===== src/rtl/tug_pkg.sv =====
// Shared types and helpers for the tug-of-war playfield.
package tug_pkg;

    typedef enum logic [1:0] {
        PLAY = 2'd0,
        WIN  = 2'd1,
        DONE = 2'd2
    } tug_state_t;

    function automatic int center_index(input int num_lights);
        return (num_lights - 1) / 2;
    endfunction

endpackage


===== src/rtl/press_edge.sv =====
// Rising-edge detector for a synchronised button level. The previous sample
// resets to 1 so a button held through Reset is not seen as a press.
module press_edge (
    input  logic Clock,
    input  logic Reset,
    input  logic level,
    output logic rise
);

    logic prev_r;

    // Track the previous level of the button every cycle
    always_ff @(posedge Clock) begin
        if (Reset) begin
            prev_r <= 1'b1;
        end else begin
            prev_r <= level;
        end
    end

    assign rise = level & ~prev_r;

endmodule


===== src/rtl/tug_playfield.sv =====
// Tug-of-war light row: marker position, round wins, per-player scores and
// match end, with every output held in a register.
module tug_playfield
    import tug_pkg::*;
#(
    parameter int NUM_LIGHTS = 9,
    parameter int WIN_ROUNDS = 7,
    parameter int SCORE_W    = 3
) (
    input  logic                  Clock,
    input  logic                  Reset,
    input  logic                  L,
    input  logic                  R,
    output logic [NUM_LIGHTS-1:0] lights,
    output logic [1:0]            round_win,
    output logic [SCORE_W-1:0]    left_score,
    output logic [SCORE_W-1:0]    right_score,
    output logic                  match_over
);

    localparam int POS_W = $clog2(NUM_LIGHTS);
    localparam logic [POS_W-1:0]   POS_C   = POS_W'(center_index(NUM_LIGHTS));
    localparam logic [POS_W-1:0]   POS_MAX = POS_W'(NUM_LIGHTS - 1);
    localparam logic [SCORE_W-1:0] SCORE_END = SCORE_W'(WIN_ROUNDS);

    if ((NUM_LIGHTS < 3) || ((NUM_LIGHTS % 2) == 0) ||
        (WIN_ROUNDS < 1) || (WIN_ROUNDS > ((1 << SCORE_W) - 1))) begin : g_param_check
        $error("tug_playfield: illegal NUM_LIGHTS / WIN_ROUNDS / SCORE_W combination");
    end

    function automatic logic [NUM_LIGHTS-1:0] one_hot(input logic [POS_W-1:0] idx);
        logic [NUM_LIGHTS-1:0] v;
        v      = '0;
        v[idx] = 1'b1;
        return v;
    endfunction

    logic l_rise_s;
    logic r_rise_s;

    press_edge u_edge_l (.Clock(Clock), .Reset(Reset), .level(L), .rise(l_rise_s));
    press_edge u_edge_r (.Clock(Clock), .Reset(Reset), .level(R), .rise(r_rise_s));

    tug_state_t            state_r,       state_s;
    logic [POS_W-1:0]      pos_r,         pos_s;
    logic                  winner_left_r, winner_left_s;
    logic [SCORE_W-1:0]    left_score_r,  left_score_s;
    logic [SCORE_W-1:0]    right_score_r, right_score_s;
    logic [NUM_LIGHTS-1:0] lights_r,      lights_s;
    logic [1:0]            round_win_r,   round_win_s;
    logic                  match_over_r,  match_over_s;
    logic                  left_only_s;
    logic                  right_only_s;

    // Next state and next registered outputs
    always_comb begin
        state_s       = state_r;
        pos_s         = pos_r;
        winner_left_s = winner_left_r;
        left_score_s  = left_score_r;
        right_score_s = right_score_r;
        lights_s      = lights_r;
        round_win_s   = 2'b00;
        match_over_s  = match_over_r;
        left_only_s   = l_rise_s & ~r_rise_s;
        right_only_s  = r_rise_s & ~l_rise_s;

        case (state_r)
            PLAY: begin
                if (left_only_s) begin
                    if (pos_r == POS_MAX) begin
                        state_s       = WIN;
                        winner_left_s = 1'b1;
                        left_score_s  = left_score_r + SCORE_W'(1);
                        round_win_s   = 2'b10;
                        lights_s      = '0;
                    end else begin
                        pos_s    = pos_r + POS_W'(1);
                        lights_s = one_hot(pos_r + POS_W'(1));
                    end
                end else if (right_only_s) begin
                    if (pos_r == {POS_W{1'b0}}) begin
                        state_s       = WIN;
                        winner_left_s = 1'b0;
                        right_score_s = right_score_r + SCORE_W'(1);
                        round_win_s   = 2'b01;
                        lights_s      = '0;
                    end else begin
                        pos_s    = pos_r - POS_W'(1);
                        lights_s = one_hot(pos_r - POS_W'(1));
                    end
                end else begin
                    lights_s = one_hot(pos_r);
                end
            end
            WIN: begin
                // Scores were bumped on entry to WIN, so compare the held value
                if ((winner_left_r ? left_score_r : right_score_r) == SCORE_END) begin
                    state_s      = DONE;
                    match_over_s = 1'b1;
                    lights_s     = winner_left_r ? one_hot(POS_MAX) : one_hot({POS_W{1'b0}});
                end else begin
                    state_s  = PLAY;
                    pos_s    = POS_C;
                    lights_s = one_hot(POS_C);
                end
            end
            DONE: begin
                match_over_s = 1'b1;
                lights_s     = winner_left_r ? one_hot(POS_MAX) : one_hot({POS_W{1'b0}});
            end
            default: begin
                state_s      = PLAY;
                pos_s        = POS_C;
                lights_s     = one_hot(POS_C);
                match_over_s = 1'b0;
            end
        endcase
    end

    // State and output registers
    always_ff @(posedge Clock) begin
        if (Reset) begin
            state_r       <= PLAY;
            pos_r         <= POS_C;
            winner_left_r <= 1'b0;
            left_score_r  <= '0;
            right_score_r <= '0;
            lights_r      <= one_hot(POS_C);
            round_win_r   <= 2'b00;
            match_over_r  <= 1'b0;
        end else begin
            state_r       <= state_s;
            pos_r         <= pos_s;
            winner_left_r <= winner_left_s;
            left_score_r  <= left_score_s;
            right_score_r <= right_score_s;
            lights_r      <= lights_s;
            round_win_r   <= round_win_s;
            match_over_r  <= match_over_s;
        end
    end

    assign lights      = lights_r;
    assign round_win   = round_win_r;
    assign left_score  = left_score_r;
    assign right_score = right_score_r;
    assign match_over  = match_over_r;

endmodule


===== config.mk =====
export PLATFORM = sky130hd
export DESIGN_NAME = tug_playfield
export DESIGN_NICKNAME = d
export VERILOG_FILES = /design/src/rtl/tug_pkg.sv /design/src/rtl/press_edge.sv /design/src/rtl/tug_playfield.sv
export SDC_FILE = /design/constraint.sdc
export NUM_CORES = 1
export LEC_CHECK = 0
export CAP_MARGIN = 0
export CORE_MARGIN = 1.5
export CORE_UTILIZATION = 55
export CTS_CLUSTER_SIZE = 30
export DETAILED_ROUTE_END_ITERATION = 10
export PLACE_DENSITY = 0.87
export SLEW_MARGIN = 20
export SYNTH_ARGS = -nofsm -noshare
export SYNTH_HDL_FRONTEND = slang
export SYNTH_HIERARCHICAL = 1
export SYNTH_SLANG_ARGS = --single-unit

===== constraint.sdc =====
create_clock -name Clock -period 2.4 [get_ports Clock]
set_input_delay 0.48 -clock Clock [delete_from_list [all_inputs] [get_ports Clock]]
set_output_delay 0.48 -clock Clock [all_outputs]
set_load 0.01 [all_outputs]

==> impl_metrics.toml <==
[power]
total_power_mw = 1.77
pwr-share-comb_pct = 55.7
leakage_nw = 0.847
power.internal_mw = 0.984
pwr-share-clk_pct = 11.6
pwr-share-seq_pct = 32.7
ir_drop_v = 0.000468
netSwitchingPower_mw = 0.784
swShare_pct = 44.3
power_density_nw_per_um2 = 823

[floorplanning]
num_rows = 20
fp.dieArea_sq_um = 3650
io_pins = 22
die_height_um = 60.4
dieWidth_um = 60.4
initial_core_util_pct = 58.5
core_sq_um = 3100

[worst_setup_path]
worstPathArrival_ns = 2.38
crit_type = "input port to flip-flop"
slowest_stage = "clkdlybuf4s50_1"
end_kind = "flip-flop"
crit_fanout = 9
worstPathRequired_ns = 2.67
path_buf_inv = 3
cp_cell_sequence = "clkdlybuf4s50_1, nor2b_1, inv_1, ha_1, buf_4, nand2b_1, nor2_1, nand3_1, o211ai_1"
crit_path_start_kind = "input port"
cpPeakStageDelay_ns = 0.46
critical_path.top_delay_family = "simple AND/OR/NAND/NOR gates"

[synth]
netlist_instances = 219
syn_area_sq_um = 1810
synth_warnings = 6
netlist_top_cells_area = "dfxtp_1 30%, ha_1 9.7%, nand4_1 5.2%"
yosysMostFrequentCell = "dfxtp_1"
synth_edf_count = 0
synth_top_flop_cell = "dfxtp_1"
synth_top_area_share_pct = 29.8
ys_types = 55
ys_seq_elements = 27
syn_avg_cell_area_sq_um = 8.28
async_flop_share_pct = 0
ys_top_cells_by_count = "27 x dfxtp_1, 20 x nor2_1, 15 x nand4_1, 14 x ha_1, 13 x inv_1"
syn-num-nets = 237
seq_area_frac_synth_pct = 29.8
yosys.area.top_type = "dfxtp_1"

[global_routing]
antenna_found_initial = 0
grt_remaining_overflow = 0
track_usage_pct = 24.7
grt_first_pass_wirelength_mm = 6.98
grt_pass1_vias = 1552
grt_max_degree = 20

[clock_tree]
clockRootBuffer = "clkbuf_4"
clock-sinks = 27
ctsResizeCount = 0
path_clk_slew_ns = 0.15
clockBufferDepth = 2
cts_tree = "built"
cts_buffers = 3
clk_latency_ns = 0.33
cts_setup_buffers = 0
ctsHoldBuffers = 0
htree_levels = 1

[final_layout]
finalNetCount = 265
area_delta_synth_final_pct = 18.3
seq_area_sq_um = 541
drive_gt1_share_pct = 11.8
multiInputGateArea_sq_um = 1140
nFillCells = 282
diodes = 0
utilization_pct = 69.2

[timing]
final.min_clock_period_ns = 2.11
tightest_slew_ns = 0.620
hold_viol_final = 0
setup_viol = 0
hold_ws_ns = 0.485
clock_skew_ns = 0.00167
rsz0062_at_grt = "no"
fmax_ghz = 0.473
finalCritPeriodShare_pct = 88.1
final.setup.worst_slack_ns = 0.286
max_slew_margin_pct = 58.6
slew_viol_final = 0

[routing]
met1_length_mm = 1.89
wl_met2_mm = 1.98
ant_nets = 0
wl_met3_um = 256
drc = 0
firstDrtPassIters = 5
highest_layer = "met4"
drt_iter0_drc = 130
totalWireLength_mm = 4.19
vias_per_cell = 5.97
via_count = 1732
wl_per_cell_um = 14.4

[worst_hold_path]
hold_class = "flip-flop to flip-flop"

[place]
place_ws_ns = -0.0485
portBuffers = 21
dpl.hpwl_mm = 3.13
gp_congestion = 0.927

[run]
drv_cap = 0

[outcome]
status = "finished, final reports clean"
## state kept, by name, indices dropped and copies added (netlist names)
| name | flops |
|---|---|
| lights | 9 |
| pos_r | 4 |
| left_score | 3 |
| right_score | 3 |
| round_win | 2 |
| state_r | 2 |
| match_over | 1 |
| u_edge_l/prev_r | 1 |
| u_edge_r/prev_r | 1 |
| winner_left_r | 1 |
## through the flow
| stage | area (sq um) | cells | setup TNS (ns) |
|---|---|---|---|
| 2_1_floorplan | 1810 | 219 | 0 |
| 3_3_place_gp | 2120 | 286 | -0.0474 |
| 3_5_place_dp | 2120 | 286 | -0.309 |
| 4_1_cts | 2150 | 290 | 0 |
| 5_1_grt | 2150 | 290 | 0 |
| 6_report | 2150 | 290 | 0 |
## cell type report
cell class	count	share of cell area, %
Inverter	13	2.27
Clock inverter	1	0.350
Clock buffer	3	1.05
Timing Repair Buffer	37	15.4
Tap cell	44	2.56
Sequential cell	27	25.2
Multi-Input combinational cell	165	53.2
## tightest hold or removal path, delay by kind of cell (launching register included)
kind               cells  cell delay (ns)
DFF                    1             0.34
AOI/OAI and AO/OA      2             0.12
## power groups by stage
| stage | clock (mW) | sequential, mW | combinational (mW) |
|---|---|---|---|
| floorplan | 0 | 0.567 | 0.704 |
| global placement | 0 | 0.583 | 0.942 |
| detailed placement | 0 | 0.588 | 0.959 |
| CTS | 0.213 | 0.577 | 0.965 |
| global route | 0.235 | 0.590 | 1.07 |
| finish | 0.206 | 0.578 | 0.984 |
## kinds of logic after synthesis
logic type      count (synthesis)  synth area share [%]
flops                          27                  29.8
compound gates                 51                  21.1
xor+xnor                        8                  3.86
simple gates                   89                  26.7
fa+ha+maj                      14                  9.66
mux                             3                  1.66
buf+inv                        27                  7.24
## path summary, 6_finish.rpt
path                    from    endpoint  slack, ns  depth (start not counted)
setup / recovery           R   lights[1]       0.29                          9
hold / removal    match_over  match_over       0.48                          2
setup reg to reg    pos_r[1]    pos_r[2]       0.44                          6
hold reg to reg   match_over  match_over       0.48                          2
## routing by layer
| metal | GRT usage [%] | vias to the layer above |
|---|---|---|
| met5 | 0 | - |
| met2 | 40.8 | 74 |
| met3 | 2.77 | 8 |
| li1 | - | 856 |
| met1 | 33.5 | 794 |
| met4 | 8.70 | 0 |
## cells in the final DEF (no fill, tap or decap), types with 6 or more instances in the layout
cell,netlist,layout
a21oi_1,9,9
buf_4,2,16
clkdlybuf4s50_1,0,21
dfxtp_1,27,27
ha_1,14,14
inv_1,13,13
nand2_1,9,9
nand2b_1,6,6
nand3_1,10,10
nand4_1,15,15
nor2_1,20,20
No activity file was read; power rests on OpenSTA's default activity.
